===== config.mk =====
export PLATFORM = sky130hd
export DESIGN_NAME = counter_ctrl_flat
export DESIGN_NICKNAME = d
export VERILOG_FILES = /design/src/rtl/counter_ctrl_if.sv /design/src/rtl/counter_ctrl.sv /design/src/flat_wrapper.sv
export SDC_FILE = /design/constraint.sdc
export NUM_CORES = 1
export LEC_CHECK = 0
export CAP_MARGIN = 15
export CORE_AREA = 2 2 39 41
export CTS_CLUSTER_SIZE = 40
export DETAILED_ROUTE_END_ITERATION = 10
export DIE_AREA = 0 0 41 43
export MAX_ROUTING_LAYER = met4
export PLACE_DENSITY = 0.61
export SLEW_MARGIN = 10
export SYNTH_ARGS = -nofsm -noshare
export SYNTH_HDL_FRONTEND = slang
export SYNTH_SLANG_ARGS = --single-unit

===== constraint.sdc =====
create_clock -name clk -period 3 [get_ports clk]
set_input_delay 0.75 -clock clk [delete_from_list [all_inputs] [get_ports clk]]
set_output_delay 0.75 -clock clk [all_outputs]
set_load 0.03 [all_outputs]

===== src/rtl/counter_ctrl_if.sv =====
// Control/status bundle between counter_ctrl and the agent that drives it.
// Carries the run request (start/abort/init_val/reps), the counter carry-out,
// and the counter strobes plus run status back out.
//   master : run requester plus the controlled counter (drives start, abort, init_val, reps, co)
//   slave  : counter_ctrl (drives cnt_en, cnt_load, cnt_in, busy, done, pass_cnt)
interface counter_ctrl_if #(
    parameter int W = 3
);
    logic         start;
    logic         abort;
    logic [W-1:0] init_val;
    logic [1:0]   reps;
    logic         co;
    logic         cnt_en;
    logic         cnt_load;
    logic [W-1:0] cnt_in;
    logic         busy;
    logic         done;
    logic [1:0]   pass_cnt;

    modport master (
        output start, abort, init_val, reps, co,
        input  cnt_en, cnt_load, cnt_in, busy, done, pass_cnt
    );

    modport slave (
        input  start, abort, init_val, reps, co,
        output cnt_en, cnt_load, cnt_in, busy, done, pass_cnt
    );
endinterface


===== src/rtl/counter_ctrl.sv =====
// Purpose: sequences an external W-bit up-counter through reps+1 load/count passes.
// Latency: done pulses (reps+1)*(1 + 2^W - init_val) + 1 cycles after the start edge.
// Backpressure: none; start is ignored while busy, abort cancels a run on the next edge.
// Ports:
//   clk  - rising-edge clock
//   rst  - asynchronous active-low reset
//   bus  - counter_ctrl_if.slave: start/abort/init_val/reps/co in,
//          cnt_en/cnt_load/cnt_in/busy/done/pass_cnt out
module counter_ctrl #(
    parameter int W = 3
) (
    input  logic           clk,
    input  logic           rst,
    counter_ctrl_if.slave  bus
);

    typedef enum logic [1:0] {
        S_IDLE  = 2'd0,
        S_LOAD  = 2'd1,
        S_COUNT = 2'd2,
        S_DONE  = 2'd3
    } state_t;

    state_t       state_q;
    state_t       state_d;
    logic [W-1:0] cnt_in_q;
    logic [1:0]   reps_q;
    logic [1:0]   pass_q;

    logic start_acc;
    logic pass_end;

    // A start is only honoured from IDLE, and a simultaneous abort vetoes it.
    assign start_acc = (state_q == S_IDLE) && bus.start && !bus.abort;
    // End of a pass: carry seen while counting and not pre-empted by abort.
    assign pass_end  = (state_q == S_COUNT) && bus.co && !bus.abort;

    always_ff @(posedge clk or negedge rst) begin
        if (!rst) begin
            state_q <= S_IDLE;
        end else begin
            state_q <= state_d;
        end
    end

    always_comb begin
        state_d = state_q;
        case (state_q)
            S_IDLE: begin
                if (start_acc) begin
                    state_d = S_LOAD;
                end
            end
            S_LOAD: begin
                state_d = bus.abort ? S_IDLE : S_COUNT;
            end
            S_COUNT: begin
                if (bus.abort) begin
                    state_d = S_IDLE;
                end else if (bus.co) begin
                    // pass_q never exceeds reps_q during a run, so < selects "more passes left".
                    state_d = (pass_q < reps_q) ? S_LOAD : S_DONE;
                end
            end
            S_DONE: begin
                state_d = S_IDLE;
            end
            default: begin
                state_d = S_IDLE;
            end
        endcase
    end

    // Run parameters are captured once per run so mid-run input changes are inert;
    // on abort everything simply holds.
    always_ff @(posedge clk or negedge rst) begin
        if (!rst) begin
            cnt_in_q <= '0;
            reps_q   <= '0;
            pass_q   <= '0;
        end else if (start_acc) begin
            cnt_in_q <= bus.init_val;
            reps_q   <= bus.reps;
            pass_q   <= '0;
        end else if (pass_end) begin
            // Wraps to 0 after the fourth pass when reps = 3.
            pass_q   <= pass_q + 2'd1;
        end
    end

    // Moore outputs: strobes depend on state alone, so load and enable are exclusive.
    assign bus.cnt_load = (state_q == S_LOAD);
    assign bus.cnt_en   = (state_q == S_COUNT);
    assign bus.busy     = (state_q != S_IDLE);
    assign bus.done     = (state_q == S_DONE);
    assign bus.cnt_in   = cnt_in_q;
    assign bus.pass_cnt = pass_q;

endmodule

===== src/flat_wrapper.sv =====
// flat-port wrapper written by rule: the top's interface ports become plain ports
module counter_ctrl_flat 
#(
    parameter int W = 3
)
  (clk, rst, bus_start, bus_abort, bus_init_val, bus_reps, bus_co, bus_cnt_en, bus_cnt_load, bus_cnt_in, bus_busy, bus_done, bus_pass_cnt);
  counter_ctrl_if #(.W(W)) bus_i ();
  input  logic clk;
  input  logic rst;
  input wire logic [$bits(bus_i.start)-1:0] bus_start;
  input wire logic [$bits(bus_i.abort)-1:0] bus_abort;
  input wire logic [$bits(bus_i.init_val)-1:0] bus_init_val;
  input wire logic [$bits(bus_i.reps)-1:0] bus_reps;
  input wire logic [$bits(bus_i.co)-1:0] bus_co;
  output wire logic [$bits(bus_i.cnt_en)-1:0] bus_cnt_en;
  output wire logic [$bits(bus_i.cnt_load)-1:0] bus_cnt_load;
  output wire logic [$bits(bus_i.cnt_in)-1:0] bus_cnt_in;
  output wire logic [$bits(bus_i.busy)-1:0] bus_busy;
  output wire logic [$bits(bus_i.done)-1:0] bus_done;
  output wire logic [$bits(bus_i.pass_cnt)-1:0] bus_pass_cnt;
  assign bus_i.start = bus_start;
  assign bus_i.abort = bus_abort;
  assign bus_i.init_val = bus_init_val;
  assign bus_i.reps = bus_reps;
  assign bus_i.co = bus_co;
  assign bus_cnt_en = bus_i.cnt_en;
  assign bus_cnt_load = bus_i.cnt_load;
  assign bus_cnt_in = bus_i.cnt_in;
  assign bus_busy = bus_i.busy;
  assign bus_done = bus_i.done;
  assign bus_pass_cnt = bus_i.pass_cnt;
  counter_ctrl #(.W(W)) u_core (.clk(clk), .rst(rst), .bus(bus_i));
endmodule

==> results.sh <==
export IMPL_grt_max_degree=10
export IMPL_min_period_ps=2370
export IMPL_ant_nets=0
export IMPL_timing_setup_tns_ps=0
export IMPL_yosysSeqAreaShare_pct=53.1
export IMPL_die_area_um2=1760
export IMPL_design_area_um2=651
export IMPL_vias=330
export IMPL_clock_latency_ps=260
export IMPL_setup_violations=0
export IMPL_vdd_drop_max_mv=0.298
export IMPL_syn_avg_cell_area_um2=12.5
export IMPL_cp_arrival_ps=1620
export IMPL_worstMarginPinSlew_ps=489
export IMPL_ys_types=18
export IMPL_min_to="u_core.bus.cnt_in[1]$_DFFE_PN0P_"
export IMPL_syn_nets=45
export IMPL_post_dp_hpwl_um=606
export IMPL_drv_slew=0
export IMPL_switching_power_uw=115
export IMPL_hp_start="u_core.bus.cnt_in[1]$_DFFE_PN0P_"
export IMPL_powerDensity_nw_per_um2=570
export IMPL_period_share_pct=79.0
export IMPL_clkPwrFrac_pct=24.9
export IMPL_post_drt_wl_per_cell_um=10.6
export IMPL_num_rows=14
export IMPL_drtPass1Iterations=2
export IMPL_drive_above_1_share_pct=19.6
export IMPL_cts_tree="built"
export IMPL_antenna_found_initial=0
export IMPL_synthesis_area_um2=424
export IMPL_ctsHoldBuffers=0
export IMPL_combPwrFrac_pct=33.2
export IMPL_r2r_start="u_core.state_q[1]$_DFFE_PN0P_"
export IMPL_hold_depth=1
export IMPL_portBuffers=18
export IMPL_cts_buffers=3
export IMPL_synth_top_cells_by_count="9 x dfrtp_1, 4 x mux2_2"
export IMPL_grt_first_pass_wirelength_um=1260
export IMPL_synth_edff_count=0
export IMPL_worstHoldPathType="reg -> reg"
export IMPL_internal_power_uw=256
export IMPL_relSlewSlack_pct=67.3
export IMPL_drv_cap=0
export IMPL_ys_seq_elements=9
export IMPL_antenna_cells=0
export IMPL_startpoint_type="flop"
export IMPL_ios=19
export IMPL_postRouteWirelength_um=761
export IMPL_timing_rr_end="u_core.bus.cnt_in[1]$_DFFE_PN0P_"
export IMPL_yosysMostFrequentCell="dfrtp_1"
export IMPL_grt_overflow_total=0
export IMPL_ys_top_cells_by_area="dfrtp_1 53%, mux2_2 11%, nor4b_4 5.6%"
export IMPL_status="finished, final reports clean"
export IMPL_clock_sinks=9
export IMPL_grtUsageTotal_pct=10.8
export IMPL_required_ps=2250
export IMPL_cts_buffer_depth=2
export IMPL_synthArstFlopShare_pct=100
export IMPL_crit_path_end_kind="output pin"
export IMPL_syn2layout_area_growth_pct=53.4
export IMPL_clockRootBuffer="clkbuf_4"
export IMPL_worstPathMaxFanout=6
export IMPL_vias_per_cell=4.58
export IMPL_rrSetupSlack_ps=1530
export IMPL_grt_pass1_vias=311
export IMPL_crit_type="reg -> out"
export IMPL_drc=0
export IMPL_total_power_uw=371
export IMPL_cts_resized=0
export IMPL_ys_warn_count=0
export IMPL_drtIter0Drc=8
export IMPL_synthFlopType="dfrtp_1"
export IMPL_synth_top_area_share_pct=53.1
export IMPL_total_leakage_power_uw=0.000288
export IMPL_fin_nets=68
export IMPL_p_sw_share_pct=31.0
export IMPL_initial_core_util_pct=30.7
export IMPL_postCtsSetupRepairBufs=0
export IMPL_placed_area_um2=624
export IMPL_max_freq_mhz=422
export IMPL_die_h_um=43
export IMPL_die_w_um=41
export IMPL_gp_congestion=0.696
export IMPL_final_core_util_pct=47.0
export IMPL_skew_ps=1.41
export IMPL_seq_power_share_pct=42.0
export IMPL_postSynthCellCount=34
export IMPL_htreeDepth=1
export IMPL_post_synth_top_area_cell="dfrtp_1"
export IMPL_clk_pin_slew_worst_paths_ps=60
export IMPL_rsz0062_at_grt="false"
export IMPL_holdWs_ps=508
export IMPL_hold_viol=0
export IMPL_rr_worst_depth=2
export IMPL_coreArea_um2=1380
==> metrics by stage <==
stage,setup WS (ps),std cells
floorplan,1330,34
global placement,777,68
detailed placement,768,68
CTS,610,72
global route,555,72
finish,629,72
==> power groups by stage <==
stage	registers, µW	clock network [µW]	logic (µW)
floorplan	181	0	45.9
global placement	158	0	124
detailed placement	158	0	124
CTS	156	97.2	125
global route	159	102	132
finish	156	92.4	123
==> cell type report <==
cell class / count / area (µm²)
clock buffer: 4 / 26.3
fill: 141 / 733
inverter: 2 / 7.51
multi-input combinational: 23 / 191
sequential: 9 / 225
tap: 16 / 20.0
timing repair buffer: 18 / 180
==> worst max-delay path: stages (launching register included) <==
cell             delay [ps]
dfrtp_1                 440
and2b_1                 250
clkdlybuf4s50_1         670
==> registers in the layout, indices dropped and copies added (netlist names) <==
signal	count
u_core.bus.cnt_in	3
u_core.bus.pass_cnt	2
u_core.state_q	2
u_core.reps_q	2
==> metal layers <==
layer,vias up,part of all wire [%],global-route usage (%)
li1,162,-,-
met3,0,10,4.71
met1,152,42,12.7
met2,16,48,15.9
met5,-,0,-
met4,0,0,4.00
==> how the worst max path moves through the flow <==
| stage | slack (ps) | to | depth (start not counted) | from |
|---|---|---|---|---|
| finish | 630 | bus_cnt_load | 2 | u_core.state_q[1]$_DFFE_PN0P_ |
| global route | 560 | bus_cnt_load | 2 | u_core.state_q[1]$_DFFE_PN0P_ |
| CTS | 610 | bus_cnt_load | 2 | u_core.state_q[1]$_DFFE_PN0P_ |
| detailed placement | 770 | u_core.bus.cnt_in[1]$_DFFE_PN0P_ | 3 | bus_abort |
| global placement | 780 | u_core.reps_q[0]$_DFFE_PN0P_ | 3 | bus_abort |
| floorplan | 1330 | bus_cnt_en | 1 | u_core.state_q[1]$_DFFE_PN0P_ |
==> cells in the final DEF, fill, tap and decap left out <==
master           Yosys  layout
mux2_2               4       4
nand2_1              2       2
nor3_1               1       1
a2111oi_0            1       1
and2_1               1       1
nand2b_1             2       2
dfrtp_1              9       9
clkbuf_1             0       1
nor2_1               2       2
clkdlybuf4s50_1      0      18
or2_2                2       2
and2b_1              1       1
ha_1                 1       1
xnor2_1              1       1
mux2i_1              1       1
clkbuf_4             0       3
nor4b_4              1       1
nor2b_1              1       1
and4bb_2             1       1
o21ai_0              1       1
inv_1                2       2
==> cells by family after synthesis <==
group | Yosys count | share of synthesized area (%)
DFF | 9 | 53.1
xor gates and xnor gates | 1 | 2.07
and+or+nand+nor | 14 | 23.9
buffers and inverters | 2 | 1.77
AOI/OAI and AO/OA | 2 | 3.24
adders and majority gates | 1 | 2.95
muxes | 5 | 13.0
Power figures use the tool's default switching activity.
